**config.mk**
```make
export PLATFORM = sky130hd
export DESIGN_NAME = hazard_pipe_flat
export DESIGN_NICKNAME = d
export VERILOG_FILES = /design/src/rtl/hazard_pkg.sv /design/src/rtl/hazard_pipe_if.sv /design/src/rtl/hazard_match.sv /design/src/rtl/hazard_pipe.sv /design/src/flat_wrapper.sv
export SDC_FILE = /design/constraint.sdc
export NUM_CORES = 1
export LEC_CHECK = 0
export CORE_MARGIN = 2
export CORE_UTILIZATION = 44
export DETAILED_ROUTE_END_ITERATION = 6
export PLACE_DENSITY = 0.79
export SYNTH_ARGS = -nofsm -noshare
export SYNTH_HDL_FRONTEND = slang
export SYNTH_SLANG_ARGS = --single-unit
```
**constraint.sdc**
```tcl
create_clock -name clk -period 5.3 [get_ports clk]
set_input_delay 1.325 -clock clk [delete_from_list [all_inputs] [get_ports clk]]
set_output_delay 1.325 -clock clk [all_outputs]
set_load 0.01 [all_outputs]
```
**src/rtl/hazard_pkg.sv**
```systemverilog
// hazard_pkg: shared result-type codes, hazard descriptor type and Tnew helper
//   D_* localparams : default widths used by the interface, the pipe and the descriptor struct
//   res_e           : result-type codes carried with each instruction
//   hz_desc_t       : one stage's hazard descriptor {valid, ra1, ra2, wa, res, tnew}
//   TNEW_SAT_ZERO   : Tnew after one advance, saturating at zero
package hazard_pkg;
    localparam int D_AW     = 5;
    localparam int D_RW     = 3;
    localparam int D_TW     = 2;
    localparam int D_NSTAGE = 3;
    typedef enum logic [D_RW-1:0] {RES_NONE, RES_ALU, RES_DM, RES_PC, RES_MD, RES_CP0} res_e;
    typedef struct packed {
        logic            valid;
        logic [D_AW-1:0] ra1;
        logic [D_AW-1:0] ra2;
        logic [D_AW-1:0] wa;
        logic [D_RW-1:0] res;
        logic [D_TW-1:0] tnew;
    } hz_desc_t;
    function automatic int unsigned TNEW_SAT_ZERO(input int unsigned t);
        return (t == 0) ? 0 : t - 1;
    endfunction
endpackage

```
**src/rtl/hazard_pipe_if.sv**
```systemverilog
// hazard_pipe_if: decode-side request and hazard-pipe results bundle
//   master : drives flush, ext_stall and the decode descriptor d_*; sees stall, fwd*_sel, q_*
//   slave  : the hazard pipe itself
interface hazard_pipe_if #(
    parameter int AW     = hazard_pkg::D_AW,
    parameter int RW     = hazard_pkg::D_RW,
    parameter int TW     = hazard_pkg::D_TW,
    parameter int NSTAGE = hazard_pkg::D_NSTAGE,
    parameter int SW     = $clog2(NSTAGE + 1)
);
    logic                 flush;
    logic                 ext_stall;
    logic                 d_valid;
    logic [AW-1:0]        d_ra1;
    logic [AW-1:0]        d_ra2;
    logic [AW-1:0]        d_wa;
    logic [RW-1:0]        d_res;
    logic [TW-1:0]        d_tnew;
    logic [TW-1:0]        d_tuse1;
    logic [TW-1:0]        d_tuse2;
    logic                 stall;
    logic [SW-1:0]        fwd1_sel;
    logic [SW-1:0]        fwd2_sel;
    logic [NSTAGE-1:0]    q_valid;
    logic [NSTAGE*AW-1:0] q_ra1;
    logic [NSTAGE*AW-1:0] q_ra2;
    logic [NSTAGE*AW-1:0] q_wa;
    logic [NSTAGE*RW-1:0] q_res;
    logic [NSTAGE*TW-1:0] q_tnew;
    modport master (
        output flush, ext_stall, d_valid, d_ra1, d_ra2, d_wa, d_res, d_tnew, d_tuse1, d_tuse2,
        input  stall, fwd1_sel, fwd2_sel, q_valid, q_ra1, q_ra2, q_wa, q_res, q_tnew
    );
    modport slave (
        input  flush, ext_stall, d_valid, d_ra1, d_ra2, d_wa, d_res, d_tnew, d_tuse1, d_tuse2,
        output stall, fwd1_sel, fwd2_sel, q_valid, q_ra1, q_ra2, q_wa, q_res, q_tnew
    );
endinterface

```
**src/rtl/hazard_match.sv**
```systemverilog
// hazard_match: youngest-stage match scan for one decode source operand
//   valid, wa, tnew : flattened stage contents, stage 0 (E) youngest
//   addr            : decode source address
//   hit             : some valid stage writes addr (never for address 0)
//   idx, tnew_m     : youngest matching stage and its current Tnew
module hazard_match #(
    parameter int AW     = 5,
    parameter int TW     = 2,
    parameter int NSTAGE = 3,
    parameter int SW     = $clog2(NSTAGE + 1)
) (
    input  logic [NSTAGE-1:0]    valid,
    input  logic [NSTAGE*AW-1:0] wa,
    input  logic [NSTAGE*TW-1:0] tnew,
    input  logic [AW-1:0]        addr,
    output logic                 hit,
    output logic [SW-1:0]        idx,
    output logic [TW-1:0]        tnew_m
);
    // scan oldest to youngest so the youngest match is the one left standing
    always_comb begin
        hit    = 1'b0;
        idx    = '0;
        tnew_m = '0;
        for (int s = NSTAGE - 1; s >= 0; s--)
            if (valid[s] && wa[s*AW +: AW] != '0 && wa[s*AW +: AW] == addr) begin
                hit    = 1'b1;
                idx    = SW'(s);
                tnew_m = tnew[s*TW +: TW];
            end
    end
endmodule

```
**src/rtl/hazard_pipe.sv**
```systemverilog
// hazard_pipe: E..W hazard-descriptor pipeline producing decode stall and forwarding selects
//   clk, rst : clock, synchronous active-high reset
//   bus      : slave side of hazard_pipe_if (decode descriptor in, stall/fwd/q_* out)
module hazard_pipe
    import hazard_pkg::*;
#(
    parameter int AW     = D_AW,
    parameter int RW     = D_RW,
    parameter int TW     = D_TW,
    parameter int NSTAGE = D_NSTAGE,
    parameter int SW     = $clog2(NSTAGE + 1)
) (
    input logic          clk,
    input logic          rst,
    hazard_pipe_if.slave bus
);
    logic [NSTAGE-1:0]        v;
    logic [NSTAGE*AW-1:0]     r1, r2, w;
    logic [NSTAGE*RW-1:0]     rs;
    logic [NSTAGE*TW-1:0]     tn;
    logic [(NSTAGE-1)*TW-1:0] tn_adv;
    logic                     h1, h2, stall;
    logic [SW-1:0]            i1, i2;
    logic [TW-1:0]            t1, t2;
    logic [AW-1:0]            ld_ra1, ld_ra2, ld_wa;
    logic [RW-1:0]            ld_res;
    logic [TW-1:0]            ld_tnew;

    hazard_match #(.AW(AW), .TW(TW), .NSTAGE(NSTAGE), .SW(SW)) u_m1 (
        .valid(v), .wa(w), .tnew(tn), .addr(bus.d_ra1), .hit(h1), .idx(i1), .tnew_m(t1)
    );
    hazard_match #(.AW(AW), .TW(TW), .NSTAGE(NSTAGE), .SW(SW)) u_m2 (
        .valid(v), .wa(w), .tnew(tn), .addr(bus.d_ra2), .hit(h2), .idx(i2), .tnew_m(t2)
    );

    // only stages that move on need a decremented Tnew; the last stage retires
    for (genvar g = 0; g < NSTAGE - 1; g++) begin : g_adv
        assign tn_adv[g*TW +: TW] = TW'(TNEW_SAT_ZERO(32'(tn[g*TW +: TW])));
    end

    assign stall = bus.ext_stall |
                   (bus.d_valid & ((h1 & (t1 > bus.d_tuse1)) | (h2 & (t2 > bus.d_tuse2))));

    // a stalled decode becomes an all-zero bubble in E
    assign ld_ra1  = stall ? '0 : bus.d_ra1;
    assign ld_ra2  = stall ? '0 : bus.d_ra2;
    assign ld_wa   = stall ? '0 : bus.d_wa;
    assign ld_res  = stall ? '0 : bus.d_res;
    assign ld_tnew = stall ? '0 : bus.d_tnew;

    always_ff @(posedge clk) begin
        if (rst || bus.flush) begin
            v  <= '0;
            r1 <= '0;
            r2 <= '0;
            w  <= '0;
            rs <= '0;
            tn <= '0;
        end else begin
            v  <= {v[NSTAGE-2:0], bus.d_valid & ~stall};
            r1 <= {r1[(NSTAGE-1)*AW-1:0], ld_ra1};
            r2 <= {r2[(NSTAGE-1)*AW-1:0], ld_ra2};
            w  <= {w[(NSTAGE-1)*AW-1:0], ld_wa};
            rs <= {rs[(NSTAGE-1)*RW-1:0], ld_res};
            tn <= {tn_adv, ld_tnew};
        end
    end

    assign bus.stall    = stall;
    assign bus.fwd1_sel = (h1 && t1 == '0) ? i1 + SW'(1) : '0;
    assign bus.fwd2_sel = (h2 && t2 == '0) ? i2 + SW'(1) : '0;
    assign bus.q_valid  = v;
    assign bus.q_ra1    = r1;
    assign bus.q_ra2    = r2;
    assign bus.q_wa     = w;
    assign bus.q_res    = rs;
    assign bus.q_tnew   = tn;
endmodule

```
**src/flat_wrapper.sv**
```systemverilog
// flat-port wrapper written by rule: the top's interface ports become plain ports
module hazard_pipe_flat import hazard_pkg::*;
#(
    parameter int AW     = D_AW,
    parameter int RW     = D_RW,
    parameter int TW     = D_TW,
    parameter int NSTAGE = D_NSTAGE,
    parameter int SW     = $clog2(NSTAGE + 1)
)
  (clk, rst, bus_flush, bus_ext_stall, bus_d_valid, bus_d_ra1, bus_d_ra2, bus_d_wa, bus_d_res, bus_d_tnew, bus_d_tuse1, bus_d_tuse2, bus_stall, bus_fwd1_sel, bus_fwd2_sel, bus_q_valid, bus_q_ra1, bus_q_ra2, bus_q_wa, bus_q_res, bus_q_tnew);
  hazard_pipe_if #(.AW(AW), .RW(RW), .TW(TW), .NSTAGE(NSTAGE), .SW(SW)) bus_i ();
  input logic clk;
  input logic rst;
  input wire logic [$bits(bus_i.flush)-1:0] bus_flush;
  input wire logic [$bits(bus_i.ext_stall)-1:0] bus_ext_stall;
  input wire logic [$bits(bus_i.d_valid)-1:0] bus_d_valid;
  input wire logic [$bits(bus_i.d_ra1)-1:0] bus_d_ra1;
  input wire logic [$bits(bus_i.d_ra2)-1:0] bus_d_ra2;
  input wire logic [$bits(bus_i.d_wa)-1:0] bus_d_wa;
  input wire logic [$bits(bus_i.d_res)-1:0] bus_d_res;
  input wire logic [$bits(bus_i.d_tnew)-1:0] bus_d_tnew;
  input wire logic [$bits(bus_i.d_tuse1)-1:0] bus_d_tuse1;
  input wire logic [$bits(bus_i.d_tuse2)-1:0] bus_d_tuse2;
  output wire logic [$bits(bus_i.stall)-1:0] bus_stall;
  output wire logic [$bits(bus_i.fwd1_sel)-1:0] bus_fwd1_sel;
  output wire logic [$bits(bus_i.fwd2_sel)-1:0] bus_fwd2_sel;
  output wire logic [$bits(bus_i.q_valid)-1:0] bus_q_valid;
  output wire logic [$bits(bus_i.q_ra1)-1:0] bus_q_ra1;
  output wire logic [$bits(bus_i.q_ra2)-1:0] bus_q_ra2;
  output wire logic [$bits(bus_i.q_wa)-1:0] bus_q_wa;
  output wire logic [$bits(bus_i.q_res)-1:0] bus_q_res;
  output wire logic [$bits(bus_i.q_tnew)-1:0] bus_q_tnew;
  assign bus_i.flush = bus_flush;
  assign bus_i.ext_stall = bus_ext_stall;
  assign bus_i.d_valid = bus_d_valid;
  assign bus_i.d_ra1 = bus_d_ra1;
  assign bus_i.d_ra2 = bus_d_ra2;
  assign bus_i.d_wa = bus_d_wa;
  assign bus_i.d_res = bus_d_res;
  assign bus_i.d_tnew = bus_d_tnew;
  assign bus_i.d_tuse1 = bus_d_tuse1;
  assign bus_i.d_tuse2 = bus_d_tuse2;
  assign bus_stall = bus_i.stall;
  assign bus_fwd1_sel = bus_i.fwd1_sel;
  assign bus_fwd2_sel = bus_i.fwd2_sel;
  assign bus_q_valid = bus_i.q_valid;
  assign bus_q_ra1 = bus_i.q_ra1;
  assign bus_q_ra2 = bus_i.q_ra2;
  assign bus_q_wa = bus_i.q_wa;
  assign bus_q_res = bus_i.q_res;
  assign bus_q_tnew = bus_i.q_tnew;
  hazard_pipe #(.AW(AW), .RW(RW), .TW(TW), .NSTAGE(NSTAGE), .SW(SW)) u_core (.clk(clk), .rst(rst), .bus(bus_i));
endmodule
```
==> metrics.txt, run 1 <==
status complete, no violations; reg2reg start u_core.bus.q_wa[5]; critical path launch point type primary input; hold_buf cts 0; hold-critical path depth 1; Root Buffer Master clkbuf_8; Clock Skews 0.00770 ns; synth top area cells dfxtp_1 47%, xnor2_1 9.1%, and2_1 8.8%, nor3_2 7.4%, nand2_1 4.7%; synthesis-to-finish area growth 57.8%; r2r endpoint u_core.bus.q_ra2[1]; Iter 0 DRT Violations 104; fmax 193 MHz; FF-to-FF path depth 14; number of distinct library cells after synthesis 39; Tot Pwr 1.05 mW; TritonCTS clock tree done; Final HPWL DP 5340 microns; Worst Hold Path EP u_core.bus.q_ra1[6]; FP Rows 28; Worst path slowest cell or3_4; critical path endpoint category output port; WL final 7320 microns; share of cells above drive strength 1 24.8%; final std cells w/o fill about 490; vias in the first global route 2357; Core Area 5920 sq um; first-pass GRT wire length ~11000 microns; Top delay family on crit path simple AND/OR/NAND/NOR gates; GR Overflow Total 0; cell area after placement 3940 sq um; crit-path cells clkdlybuf4s15_1 -> xnor2_1 -> nand2_1 -> or3_4 -> and3_4 -> o31a_1 -> ha_1 -> nor2b_4 -> o21ai_1 -> buf_4 -> a311oi_4 -> or3_1 -> buf_2; worst rel slew slack between 20 and 30%; endpoints failing setup 0; IR drop worst, VDD 0.187 mV; Worst R2R Setup Slack 2.10 ns; fin area about 4200 sq um; data required time at the worst endpoint 3.97 ns; via/cell ratio 5.02; area share of the largest cell type after synthesis 46.9%; Bufs and invs on worst path 3; chip width 82.2 microns; Synth Warn # 0; wire length per cell 15.1 microns; initial core utilization 45.5%; die height 82.2 microns; hold wc startpoint u_core.bus.q_ra1[1]; Lkg Pwr 1.71 nW; Post-synth top cells 63 x dfxtp_1, 38 x and2_1, 34 x nand2_1; max cap viols 0; Port Buffers 96; TritonCTS buffer count 9; FFs w/ async S/R, synth 0%; die area 6760 sq um; Max stage delay on crit path between 0.3 and 0.4 ns; num ports between 90 and 100; Arr. time, crit path ~3.9 ns; Pins Over Slew Limit 0; ys flop type dfxtp_1; top-count cell post-synth dfxtp_1; Power Density 247 nW/um^2; number of inserted diodes 0; GPL Wtd Cong 0.943; Total GRT Usage between 20% and 30%; final period utilization 97.7%; post-synthesis sequential area ratio 46.9%; Synth area leader dfxtp_1; drt drc 0; clock sink count 63; Net Count, Synth 306; Hold Vio Cnt, Final 0; Worst-Margin Slew 1.09 ns; crit-path max FO 2; largest net degree at the start of global routing 38; Mapped Cells 271; initial antenna violation count 0; DRT Pass-1 Iters 4; Hold Crit Class register to register; Netlist Area Pre-Place approximately 2700 sq um; Critical Setup Path Class primary input to output port; Synth Area per Inst about 9.9 sq um; H-tree depth 3; Final ANT Viol Nets 0; post-route minimum period 5.18 ns; flops & latches, synth 63; via count ~2400; EDFF count, synth 0; clock latency on the worst-skew pair 0.34 ns; placed cell count 465; Clock Path Buffers 2; Reg clk slew, reported paths about 0.07 ns; number of nets in the layout 441; Util after Layout 71.7%
-- logic make-up (layout without fill, tap and decap cells) --
logic type	count (synthesis)	count (layout)	share of synthesized area, %
and+or+nand+nor	135	135	30.7
DFF	63	63	46.9
xor gates and xnor gates	30	30	9.76
buffers and inverters	19	159	4.04
AOI/OAI and AO/OA	18	18	5.81
adders and majority gates	6	6	2.79
-- metrics by stage --
step	setup WS (ns)	setup TNS [ns]	hold slack, ns
final	0.124	0	0.451
after global routing	-0.0136	-0.0136	0.470
after CTS	0.00872	0	0.450
after detailed placement	-0.548	-0.548	0.441
after global placement	-0.526	-0.526	0.434
after floorplan	0.320	0	0.488
-- final cells by class --
class	count	area, sq um
inverters	8	30.0
repair buffers	135	1230
well taps	75	93.8
multi-input cells	189	1400
flip-flops and latches	63	1260
fillers	457	1670
clock buffers	9	124
clock inverters	7	103
-- worst register-to-register path, cell delays in order (launching register included) --
cell and delay, ns:
dfxtp_1 0.41, nor4_1 0.48, a211oi_1 0.15, buf_4 0.16, nand2_1 0.14, buf_4 0.15
nor2_1 0.04, o31ai_1 0.27, ha_1 0.28, nand2_1 0.06, o21ai_1 0.06, buf_4 0.15
a311oi_4 0.26, buf_4 0.36, nor3_2 0.09
-- routing by layer --
metal,track usage [%],up-vias,share of wire (%)
met1,25.6,1144,40
met5,0,-,0
li1,-,1184,-
met2,39.2,96,52
met3,6.09,15,6.0
met4,8.67,0,1.9
-- power by group --
| group | internal, mW | total (mW) | switching, mW |
|---|---|---|---|
| combinational | 0.0527 | 0.0935 | 0.0408 |
| sequential | 0.480 | 0.486 | 0.00589 |
| clock | 0.270 | 0.471 | 0.201 |
-- worst max-delay path by stage --
| stage | startpoint | end | slack, ns | cells after the start |
|---|---|---|---|---|
| 2_1_floorplan | bus_d_ra2[3] | bus_stall | 0.32 | 11 |
| 3_3_place_gp | bus_d_ra2[0] | bus_stall | -0.53 | 13 |
| 3_5_place_dp | bus_d_ra2[0] | bus_stall | -0.55 | 13 |
| 4_1_cts | bus_d_ra2[0] | bus_stall | 0.009 | 13 |
| 5_1_grt | bus_d_ra1[1] | bus_stall | -0.01 | 13 |
| 6_report | bus_d_ra2[1] | bus_stall | 0.12 | 13 |
-- what timing repair did --
item,4_1_cts,5_1_grt
endpoints found under the setup margin,1,1
buffers inserted,3,2
pin swaps,5,12
gates resized for setup,20,17
cloned,0,0
hold endpoints to repair,0,0
-- state kept, by name, summed over array words and instances (netlist names) --
name,count
u_core.bus.q_ra1,15
u_core.bus.q_ra2,15
u_core.bus.q_wa,15
u_core.bus.q_res,9
u_core.bus.q_tnew,6
u_core.bus.q_valid,3
-- cell usage in the layout (no fill, tap or decap), types with 3 or more instances in the layout --
master	netlist	routed
and2_1	38	38
buf_4	0	38
clkbuf_2	0	3
clkbuf_8	0	9
clkdlybuf4s50_1	0	85
dfxtp_1	63	63
dlygate4sd2_1	0	5
ha_1	6	6
inv_1	8	8
inv_6	0	3
nand2_1	34	33
nand3_1	4	4
nand4_1	4	4
nor2_1	6	5
nor3_1	9	6
nor3_2	20	23
or3_1	4	3
or3_4	2	3
xnor2_1	28	25
xnor2_2	0	3
Power figures use the tool's default switching activity.
==> inputs of run 2 (changes only) <==
Settings changed: MAX_ROUTING_LAYER set to met4.
==> run 2 against run 1 <==
Clock-buffer cell count unchanged. Sequential share of layout area is essentially flat. Global-route usage grew 0.40 points. Setup slack improved by 0.017 ns. First-iteration DRC count decreased by 36%. Power increased by 0.12%. Fmax is 0.34% higher. Critical endpoint unchanged. Clock power about the same. Sequential power hardly changed. Die area did not move. Via count decreased by 0.86%. Critical path depth increased by 1.
==> metrics.txt, run 2 (synthesis results as in run 1) <==
reg2reg start u_core.bus.q_wa[1]; Max stage delay on crit path 0.36 ns (-0.02 ns); most common cell after layout, fill and taps aside clkdlybuf4s50_1; Lkg Pwr 1.71 nW (about the same); Worst path slowest cell or3_4; Power Density 248 nW/um^2 (+0.23%); Bufs and invs on worst path 4 (+1); num ports 97 (unchanged); status complete, no violations; synthesis-to-finish area growth 57.6%; TritonCTS buffer count 9 (unchanged); die height 82.2 microns (unchanged); Reg clk slew, reported paths 0.07 ns (about the same); final period utilization 97.3% (-0.33 points); wire length per cell 14.9 microns (-1.3%); via/cell ratio 4.98 (-0.86%); initial core utilization 45.5% (unchanged); Hold Vio Cnt, Final 0 (unchanged); Clock Path Buffers 2 (unchanged); grt met3 use 5.22% (-0.87 points); Worst-Margin Slew 1.06 ns (-0.0267 ns); DP Worst Slack -0.537 ns (+0.0110 ns); Top delay family on crit path simple AND/OR/NAND/NOR gates; number of inserted diodes 0 (unchanged); commonest non-fill, non-tap cells in the layout 85 x clkdlybuf4s50_1, 63 x dfxtp_1, 38 x and2_1, 36 x buf_4, 33 x nand2_1; die area 6760 sq um (unchanged); endpoints failing setup 0 (unchanged); Core Area 5920 sq um (unchanged); first-pass GRT wire length 11000 microns (-1.5%); Final WS setup 0.141 ns (+0.0174 ns); Crit. Startpoint bus_d_ra1[0]; Hold Crit Class register to register; grt met2 use 39.4% (+0.24 points); Port Buffers 96 (unchanged); gr busiest metal met2; grt met1 use 25.0% (-0.66 points); Critical Setup Path Class primary input to output port; H-tree depth 3 (unchanged); Final ANT Viol Nets 0 (unchanged); max cap viols 0 (unchanged); clock latency on the worst-skew pair 0.35 ns (about the same); critical path endpoint category output port; Pins Over Slew Limit 0 (unchanged); RSZ-0062 raised after global routing true; worst rel slew slack 29.3% (+1.8 points); clock sink count 63 (unchanged); hold wc startpoint u_core.bus.q_res[4]; crit-path max FO 3 (+1); share of cells above drive strength 1 25.3% (+0.49 points); GPL Wtd Cong 0.865 (-8.2%); WL final 7230 microns (-1.3%); worst hold slack 0.451 ns (-0.000620 ns); largest net degree at the start of global routing 38 (unchanged); crit-path cells dlygate4sd2_1 -> buf_6 -> xnor2_1 -> nand3_1 -> or3_4 -> o221ai_2 -> and2_1 -> ha_1 -> nor2b_1 -> o21ai_0 -> buf_4 -> a311oi_4 -> or3_1 -> buf_2; hold_buf cts 0 (unchanged); drt drc 0 (unchanged); post-route minimum period 5.16 ns (-0.0174 ns); critical path launch point type primary input; Final HPWL DP 5280 microns (-1.1%); TritonCTS clock tree done; Clock Skews 0.00925 ns (+0.00155 ns); Arr. time, crit path 3.83 ns (-0.02 ns); vias in the first global route 2292 (-2.8%); IR drop worst, VDD 0.201 mV (+7.6%); DRT Pass-1 Iters 4 (unchanged); chip width 82.2 microns (unchanged); Util after Layout 71.6% (-0.084 points); Root Buffer Master clkbuf_8; data required time at the worst endpoint 3.97 ns (about the same); Filler cells 456 (-0.22%); GR Overflow Total 0 (unchanged); fmax 194 MHz (+0.34%); Total GRT Usage 22.7% (+0.40 points); Iter 0 DRT Violations 67 (-36%); number of nets in the layout 441 (unchanged); FP Rows 28 (unchanged); via count 2418 (-0.86%); initial antenna violation count 0 (unchanged)
-- run 2: cell types whose count changed in the layout (fill, tap and decap cells not counted) --
cell | before | now
buf_4 | 38 | 36
buf_6 | 1 | 3
clkbuf_2 | 3 | 5
clkdlybuf4s15_1 | 2 | 0
nor2b_1 | 1 | 2
nor2b_4 | 1 | 0
o21ai_0 | 0 | 1
o21ai_1 | 2 | 1
or3_1 | 3 | 2
or3_4 | 3 | 4
-- run 2: area by class of cell --
cell class | count | area, sq um | area share (%)
multi-input cells | 189 | 1400 | 33.0
flip-flops and latches | 63 | 1260 | 29.7
repair buffers | 135 | 1230 | 29.0
clock buffers | 9 | 124 | 2.92
clock inverters | 7 | 103 | 2.42
well taps | 75 | 93.8 | 2.21
inverters | 8 | 30.0 | 0.708
-- run 2: path summary, 6_finish.rpt --
| check | end | slack (ns) | depth (start not counted) |
|---|---|---|---|
| min | u_core.bus.q_res[7] | 0.45 | 1 |
| min reg2reg | u_core.bus.q_res[7] | 0.45 | 1 |
| max | bus_stall | 0.14 | 14 |
| max reg2reg | u_core.bus.q_wa[3] | 2.13 | 13 |
-- run 2: where the power goes --
group          switching [mW]  internal [mW]  total, mW
Sequential            0.00585          0.480      0.486
Clock                   0.202          0.270      0.473
Combinational          0.0406         0.0529     0.0935
Total                   0.249          0.803       1.05
-- run 2: per-layer routing --
| layer | wire length [microns] | part of all wire, % | vias up |
|---|---|---|---|
| met5 | 0 | 0 | - |
| met4 | 89 | 1.2 | 0 |
| met3 | 373 | 5.2 | 9 |
| met2 | 3700 | 51 | 85 |
| met1 | 3060 | 42 | 1145 |
| li1 | - | - | 1179 |
-- run 2: stage by stage --
stage | cells | area (sq um) | total power [mW] | TNS, ns
floorplan | 271 | 2690 | 0.531 | 0
global placement | 466 | 3940 | 0.587 | -0.519
detailed placement | 466 | 3940 | 0.588 | -0.537
CTS | 484 | 4200 | 1.06 | 0
global route | 486 | 4240 | 1.09 | -0.0113
finish | 486 | 4240 | 1.05 | 0
-- run 2: timing repair --
action	CTS	global route
pin swaps	3	12
buffers inserted	2	2
gates resized for setup	20	20
endpoints found under the setup margin	1	1
